--- src/rtl/inst_fetch_pkg.sv ---
// Shared constants for the instruction-fetch stage: the control-flow
// opcodes that make fetch stall, and the fetch FSM state encoding.
package inst_fetch_pkg;

    localparam logic [6:0] OPC_JAL    = 7'b1101111;
    localparam logic [6:0] OPC_JALR   = 7'b1100111;
    localparam logic [6:0] OPC_BRANCH = 7'b1100011;

    typedef enum logic [1:0] {
        ST_FETCH   = 2'd0,
        ST_PRESENT = 2'd1,
        ST_BRWAIT  = 2'd2
    } fetch_state_t;

endpackage

--- src/rtl/inst_fetch_if.sv ---
// Instruction-memory port between the fetch stage (master) and the
// instruction memory/cache (slave).
//
// Handshake: the master raises mem_req with a word-aligned mem_addr and holds
// both stable until the slave returns a single-cycle mem_valid pulse carrying
// mem_data for that address. There is no ready signal and at most one request
// is outstanding. A request is retired by the mem_valid pulse; the master may
// present a new address on the following cycle.
interface inst_fetch_if #(
    parameter int ADDR_WIDTH = 32
);
    logic                  mem_req;
    logic [ADDR_WIDTH-1:0] mem_addr;
    logic                  mem_valid;
    logic [31:0]           mem_data;

    modport master (
        output mem_req,
        output mem_addr,
        input  mem_valid,
        input  mem_data
    );

    modport slave (
        input  mem_req,
        input  mem_addr,
        output mem_valid,
        output mem_data
    );
endinterface

--- src/rtl/inst_fetch.sv ---
// Instruction-fetch stage. Holds the fetch PC, issues one word read at a
// time, presents one instruction plus its PC to the decoder, and stalls after
// any control-flow instruction until redirected by the decoder or the ROB.
module inst_fetch
    import inst_fetch_pkg::*;
#(
    parameter int                    ADDR_WIDTH = 32,
    parameter logic [ADDR_WIDTH-1:0] RESET_PC   = '0
) (
    input  logic                  clk,
    input  logic                  rst,
    input  logic                  rdy,
    inst_fetch_if.master          mem,
    output logic [ADDR_WIDTH-1:0] if_pc,
    output logic [31:0]           if_inst,
    output logic                  if_valid,
    input  logic                  need_inst,
    input  logic                  clear_inst,
    input  logic [ADDR_WIDTH-1:0] if_addr,
    input  logic                  rob_clear,
    input  logic [ADDR_WIDTH-1:0] rob_clear_addr,
    output fetch_state_t          state_dbg
);

    fetch_state_t          state;
    logic [ADDR_WIDTH-1:0] pc;
    // Set when the outstanding response belongs to a path we have left.
    logic                  drop;

    logic                  redirect;
    logic [ADDR_WIDTH-1:0] redirect_target;
    logic [ADDR_WIDTH-1:0] pc_next;
    logic                  req_pending;

    // Predecode: does this opcode change control flow?
    function automatic logic is_ctrl(input logic [6:0] opcode);
        logic ctrl;
        ctrl = 1'b0;
        case (opcode)
            OPC_JAL, OPC_JALR, OPC_BRANCH: ctrl = 1'b1;
            default:                       ctrl = 1'b0;
        endcase
        return ctrl;
    endfunction

    // Redirect selection: the ROB flush outranks the decoder redirect.
    always_comb begin
        redirect        = rob_clear | clear_inst;
        redirect_target = rob_clear ? rob_clear_addr : if_addr;
        pc_next         = pc + ADDR_WIDTH'(4);
        req_pending     = (state == ST_FETCH) && mem.mem_req && !mem.mem_valid;
    end

    // Fetch FSM; every output is a register updated here.
    always_ff @(posedge clk or negedge rst) begin
        if (!rst) begin
            pc           <= RESET_PC;
            state        <= ST_FETCH;
            mem.mem_req  <= 1'b1;
            mem.mem_addr <= RESET_PC;
            if_valid     <= 1'b0;
            if_inst      <= '0;
            if_pc        <= '0;
            drop         <= 1'b0;
        end else if (rdy) begin
            if (redirect) begin
                pc       <= redirect_target;
                if_valid <= 1'b0;
                if (req_pending) begin
                    // Address must stay put until the old response drains.
                    drop <= 1'b1;
                end else begin
                    mem.mem_addr <= redirect_target;
                    mem.mem_req  <= 1'b1;
                    state        <= ST_FETCH;
                    drop         <= 1'b0;
                end
            end else begin
                case (state)
                    ST_FETCH: begin
                        if (mem.mem_valid) begin
                            if (drop) begin
                                // Stale data: reissue at the redirected pc.
                                drop         <= 1'b0;
                                mem.mem_addr <= pc;
                            end else begin
                                if_inst     <= mem.mem_data;
                                if_pc       <= pc;
                                if_valid    <= 1'b1;
                                mem.mem_req <= 1'b0;
                                state       <= ST_PRESENT;
                            end
                        end
                    end
                    ST_PRESENT: begin
                        if (if_valid && need_inst) begin
                            if_valid <= 1'b0;
                            if (is_ctrl(if_inst[6:0])) begin
                                // Never fetch past control flow; wait for a redirect.
                                state <= ST_BRWAIT;
                            end else begin
                                pc           <= pc_next;
                                mem.mem_addr <= pc_next;
                                mem.mem_req  <= 1'b1;
                                state        <= ST_FETCH;
                            end
                        end
                    end
                    ST_BRWAIT: begin
                        if_valid    <= 1'b0;
                        mem.mem_req <= 1'b0;
                    end
                    default: begin
                        state       <= ST_FETCH;
                        mem.mem_req <= 1'b1;
                    end
                endcase
            end
        end
    end

    assign state_dbg = state;

endmodule

--- src/flat_wrapper.sv ---
// flat-port wrapper written by rule: the top's interface ports become plain ports
module inst_fetch_flat import inst_fetch_pkg::*;
#(
    parameter int                    ADDR_WIDTH = 32,
    parameter logic [ADDR_WIDTH-1:0] RESET_PC   = '0
)
  (clk, rst, rdy, if_pc, if_inst, if_valid, need_inst, clear_inst, if_addr, rob_clear, rob_clear_addr, state_dbg, mem_mem_req, mem_mem_addr, mem_mem_valid, mem_mem_data);
  inst_fetch_if #(.ADDR_WIDTH(ADDR_WIDTH)) mem_i ();
  input  logic clk;
  input  logic rst;
  input  logic rdy;
  output logic [ADDR_WIDTH-1:0] if_pc;
  output logic [31:0] if_inst;
  output logic if_valid;
  input  logic need_inst;
  input  logic clear_inst;
  input  logic [ADDR_WIDTH-1:0] if_addr;
  input  logic rob_clear;
  input  logic [ADDR_WIDTH-1:0] rob_clear_addr;
  output fetch_state_t state_dbg;
  output wire logic [$bits(mem_i.mem_req)-1:0] mem_mem_req;
  output wire logic [$bits(mem_i.mem_addr)-1:0] mem_mem_addr;
  input wire logic [$bits(mem_i.mem_valid)-1:0] mem_mem_valid;
  input wire logic [$bits(mem_i.mem_data)-1:0] mem_mem_data;
  assign mem_mem_req = mem_i.mem_req;
  assign mem_mem_addr = mem_i.mem_addr;
  assign mem_i.mem_valid = mem_mem_valid;
  assign mem_i.mem_data = mem_mem_data;
  inst_fetch #(.ADDR_WIDTH(ADDR_WIDTH), .RESET_PC(RESET_PC)) u_core (.clk(clk), .rst(rst), .rdy(rdy), .mem(mem_i), .if_pc(if_pc), .if_inst(if_inst), .if_valid(if_valid), .need_inst(need_inst), .clear_inst(clear_inst), .if_addr(if_addr), .rob_clear(rob_clear), .rob_clear_addr(rob_clear_addr), .state_dbg(state_dbg));
endmodule
--- config.mk ---
export PLATFORM = sky130hd
export DESIGN_NAME = inst_fetch_flat
export DESIGN_NICKNAME = d
export VERILOG_FILES = /design/src/rtl/inst_fetch_pkg.sv /design/src/rtl/inst_fetch_if.sv /design/src/rtl/inst_fetch.sv /design/src/flat_wrapper.sv
export SDC_FILE = /design/constraint.sdc
export NUM_CORES = 1
export LEC_CHECK = 0
export ABC_AREA = 1
export BUFFER_PORTS_ARGS = -buffer_cell sky130_fd_sc_hd__buf_2
export CAP_MARGIN = 0
export CORE_UTILIZATION = 53
export DETAILED_ROUTE_END_ITERATION = 12
export PLACE_DENSITY = 0.81
export SYNTH_ARGS = -nofsm -noshare
export SYNTH_HDL_FRONTEND = slang
export SYNTH_SLANG_ARGS = --single-unit
--- constraint.sdc ---
create_clock -name clk -period 2.3 [get_ports clk]
set_input_delay 0.23 -clock clk [delete_from_list [all_inputs] [get_ports clk]]
set_output_delay 0.23 -clock clk [all_outputs]
set_load 0.005 [all_outputs]
==> results.json <==
{
  "status": "completed",
  "fin_nets": 1231,
  "ir_drop_mv": 0.9034,
  "tritoncts": "done",
  "drt_first_pass_iters": 6,
  "tns_ns": 0,
  "met3_usage": 0.09484,
  "fin_cells": 1309,
  "fillers": 1037,
  "cp-end-kind": "flop",
  "clkLatencyLatePin_ns": 0.43,
  "area_growth_pct": 27.19,
  "async_flop_share": 1.000,
  "dp_cells": 1275,
  "multi_input_area_um2": 3284,
  "synth-seq-cells": 133,
  "synth_nets": 1034,
  "rows": 41,
  "hold_start": "mem_mem_data[19]",
  "post_cts_resized": 0,
  "rr_worst_depth": 12,
  "drt-total-wl_um": 20060,
  "ant_nets": 0,
  "grt_pass1_wl_um": 33400,
  "skew_ns": 0.008114,
  "finalWeightedCongestion": 0.9224,
  "coreArea_um2": 12770,
  "regArea_um2": 3329,
  "grt_max_degree": 64,
  "dp_worst_setup_slack_ns": 0.2034,
  "syn_area_um2": 7049,
  "die_h_um": 117.3,
  "ys.flop_type": "dfrtp_1",
  "dr_total_vias": 6871,
  "busiest_layer": "met2",
  "wl_per_cell_um": 15.32,
  "fin_hold_ws_ns": 0.02524,
  "synth-edff-count": 0,
  "max_freq_mhz": 467.9,
  "drt_iter0_markers": 514,
  "fp.dieW_um": 117.3,
  "final_hold_viol_count": 0,
  "clock-sinks": 133,
  "ioPinCount": 203,
  "reg2reg_from": "u_core.state_dbg[0]",
  "cp_max_fo": 23,
  "grt_use_met1": 0.3831,
  "cts_buffers": 17,
  "grt_pass1_vias": 6798,
  "antenna_found_initial": 0,
  "worstPathRequired_ns": 2.65,
  "hp-class": "in2reg",
  "synth_area_per_cell_um2": 7.604,
  "crit_path_start_kind": "flop",
  "p_leak_uw": 0.004515,
  "hpwl_um": 13970,
  "rsz0062_at_grt": "no",
  "yosysTopAreaCell": "dfrtp_1",
  "diodes": 0,
  "port_buffers": 202,
  "htreeDepth": 4,
  "cp_data_arrival_time_ns": 2.49,
  "grt_util_met2": 0.4941,
  "crit_type": "reg2reg",
  "setup_viol": 0,
  "drv_cap": 0,
  "reg2reg_to": "u_core.mem.mem_addr[23]",
  "grt_usage": 0.3081,
  "drv_slew": 0,
  "min_path_cells": 2,
  "yosys_warnings": 0,
  "route.detailed.drc": 0,
  "period_minus_slack_ns": 2.137,
  "fin_crit_sh": 0.9292,
  "cts_root_buf": "clkbuf_16",
  "ys_seq_area_frac": 0.4723,
  "synthCells": 927,
  "slew_headroom": 0.5265,
  "postCtsSetupBuffers": 0,
  "start_util": 0.5519,
  "synthTopCellsByArea": "dfrtp_1 (47%), nand2_1 (14%), nor2_1 (9.3%)",
  "drt-vias-per-instance": 5.249,
  "finalWorstSetupSlack_ns": 0.1629,
  "worstMarginPinSlew_ns": 0.7094,
  "cts_max_path_buffers": 2,
  "synth_top_area_frac": 0.4686,
  "power_density_nw_per_um2": 1159,
  "clk_pin_slew_ns": 0.06,
  "hold-path-endpoint": "u_core.if_inst[19]",
  "power_uw": 10390,
  "synth_cell_types": 39,
  "grt.overflow.total": 0,
  "dieArea_um2": 13770,
  "rrSetupSlack_ns": 0.16,
  "drive_gt1_frac": 0.2586
}
-- registers in the layout (all words and copies together), names as in the netlist --
| register | cells |
|---|---|
| u_core.mem.mem_req | 1 |
| u_core.drop | 1 |
| u_core.if_valid | 1 |
| u_core.state_dbg | 2 |
| u_core.if_pc | 32 |
| u_core.mem.mem_addr | 32 |
| u_core.if_inst | 32 |
| u_core.pc | 32 |
-- per-stage QoR --
stage / cell area, µm² / utilization
after floorplan: 7049 / -
after global placement: 8244 / 0.6454
after detailed placement: 8244 / 0.6454
after CTS: 8966 / 0.7019
after global routing: 8966 / 0.7019
final: 8966 / 0.7019
-- layout by cell type, fill, tap and decap left out, types with 2 or more instances in the layout --
cell type / synthesis / routed
o21ai_0: 91 / 91
mux2_1: 2 / 2
nand2_1: 271 / 271
buf_4: 6 / 11
inv_1: 59 / 59
ha_1: 4 / 4
xor2_1: 13 / 13
nand4_1: 2 / 2
clkinv_2: 0 / 2
clkbuf_8: 0 / 6
and2_1: 3 / 3
a21oi_1: 47 / 47
nand3_1: 29 / 29
bufinv_16: 0 / 6
clkbuf_16: 0 / 17
mux2_2: 29 / 29
nor2_4: 3 / 5
dfrtp_1: 132 / 132
buf_12: 0 / 4
inv_2: 2 / 2
buf_2: 17 / 201
dlygate4sd3_1: 0 / 2
nor2_1: 175 / 174
a21oi_2: 2 / 2
o221ai_1: 2 / 2
o21ai_1: 3 / 3
-- per-layer routing --
layer	wire, µm	part of all wire
met3	1678	0.084
met1	8444	0.42
met4	549	0.027
met2	9384	0.47
met5	0	0
-- cell type report --
type                       count  area share
sequential                   133      0.3713
timing repair buffer         219      0.1338
clock buffer                  24     0.05708
inverter                      62     0.02624
clock inverter                 8     0.02121
tap                          172     0.02400
multi-input combinational    691      0.3663
-- report_power, final --
part / internal [µW] / switching (µW) / leakage (µW)
clock: 2200 / 1000 / 0.000346
combinational: 1470 / 1760 / 0.00258
sequential: 3330 / 630 / 0.00159
total: 6990 / 3400 / 0.00451
-- timing repair --
item | 4_1_cts | 5_1_grt
endpoints found under the hold margin | 59 | 0
setup endpoints to repair | 0 | 0
hold buffers | 2 | 0
-- worst max-delay path by stage --
stage                              startpoint                       to  slack (ns)  depth (start not counted)
after floorplan           u_core.state_dbg[0]       u_core.if_inst[14]        0.56                          8
after global placement    u_core.state_dbg[0]  u_core.mem.mem_addr[31]        0.35                         12
after detailed placement  u_core.state_dbg[0]  u_core.mem.mem_addr[23]        0.20                         12
after CTS                 u_core.state_dbg[0]  u_core.mem.mem_addr[23]        0.18                         12
after global routing      u_core.state_dbg[0]  u_core.mem.mem_addr[19]       0.007                         12
final                     u_core.state_dbg[0]  u_core.mem.mem_addr[23]        0.16                         12
-- kinds of logic after synthesis --
| family | after synthesis | share of synthesized area |
|---|---|---|
| AOI/OAI and AO/OA | 151 | 0.1116 |
| buffers and inverters | 103 | 0.06354 |
| and+or+nand+nor | 491 | 0.2785 |
| DFF | 133 | 0.4723 |
| xor gates and xnor gates | 14 | 0.01739 |
| muxes | 31 | 0.04952 |
| adders and majority gates | 4 | 0.007100 |
-- Yosys cell counts, types with 3 or more instances --
cell and instances:
nor2_4 3, inv_1 59, ha_1 4, a21oi_1 47, nand2_1 271, dfrtp_1 132
clkbuf_1 15, mux2_2 29, and2_1 3, nor2_1 175, buf_2 17, o21ai_1 3
buf_4 6, nand3_1 29, xor2_1 13, o21ai_0 91
-- critical path, stage by stage (launching register included) --
cell	delay, ns
dfrtp_1	0.39
inv_1	0.08
ha_1	0.23
inv_1	0.14
nor2_1	0.09
o21ai_2	0.15
nand2_1	0.10
nor2_4	0.15
nand3_4	0.16
inv_2	0.20
buf_12	0.20
nor2_1	0.06
a21oi_1	0.12
Note: power is estimated with default switching activity, not from simulation.
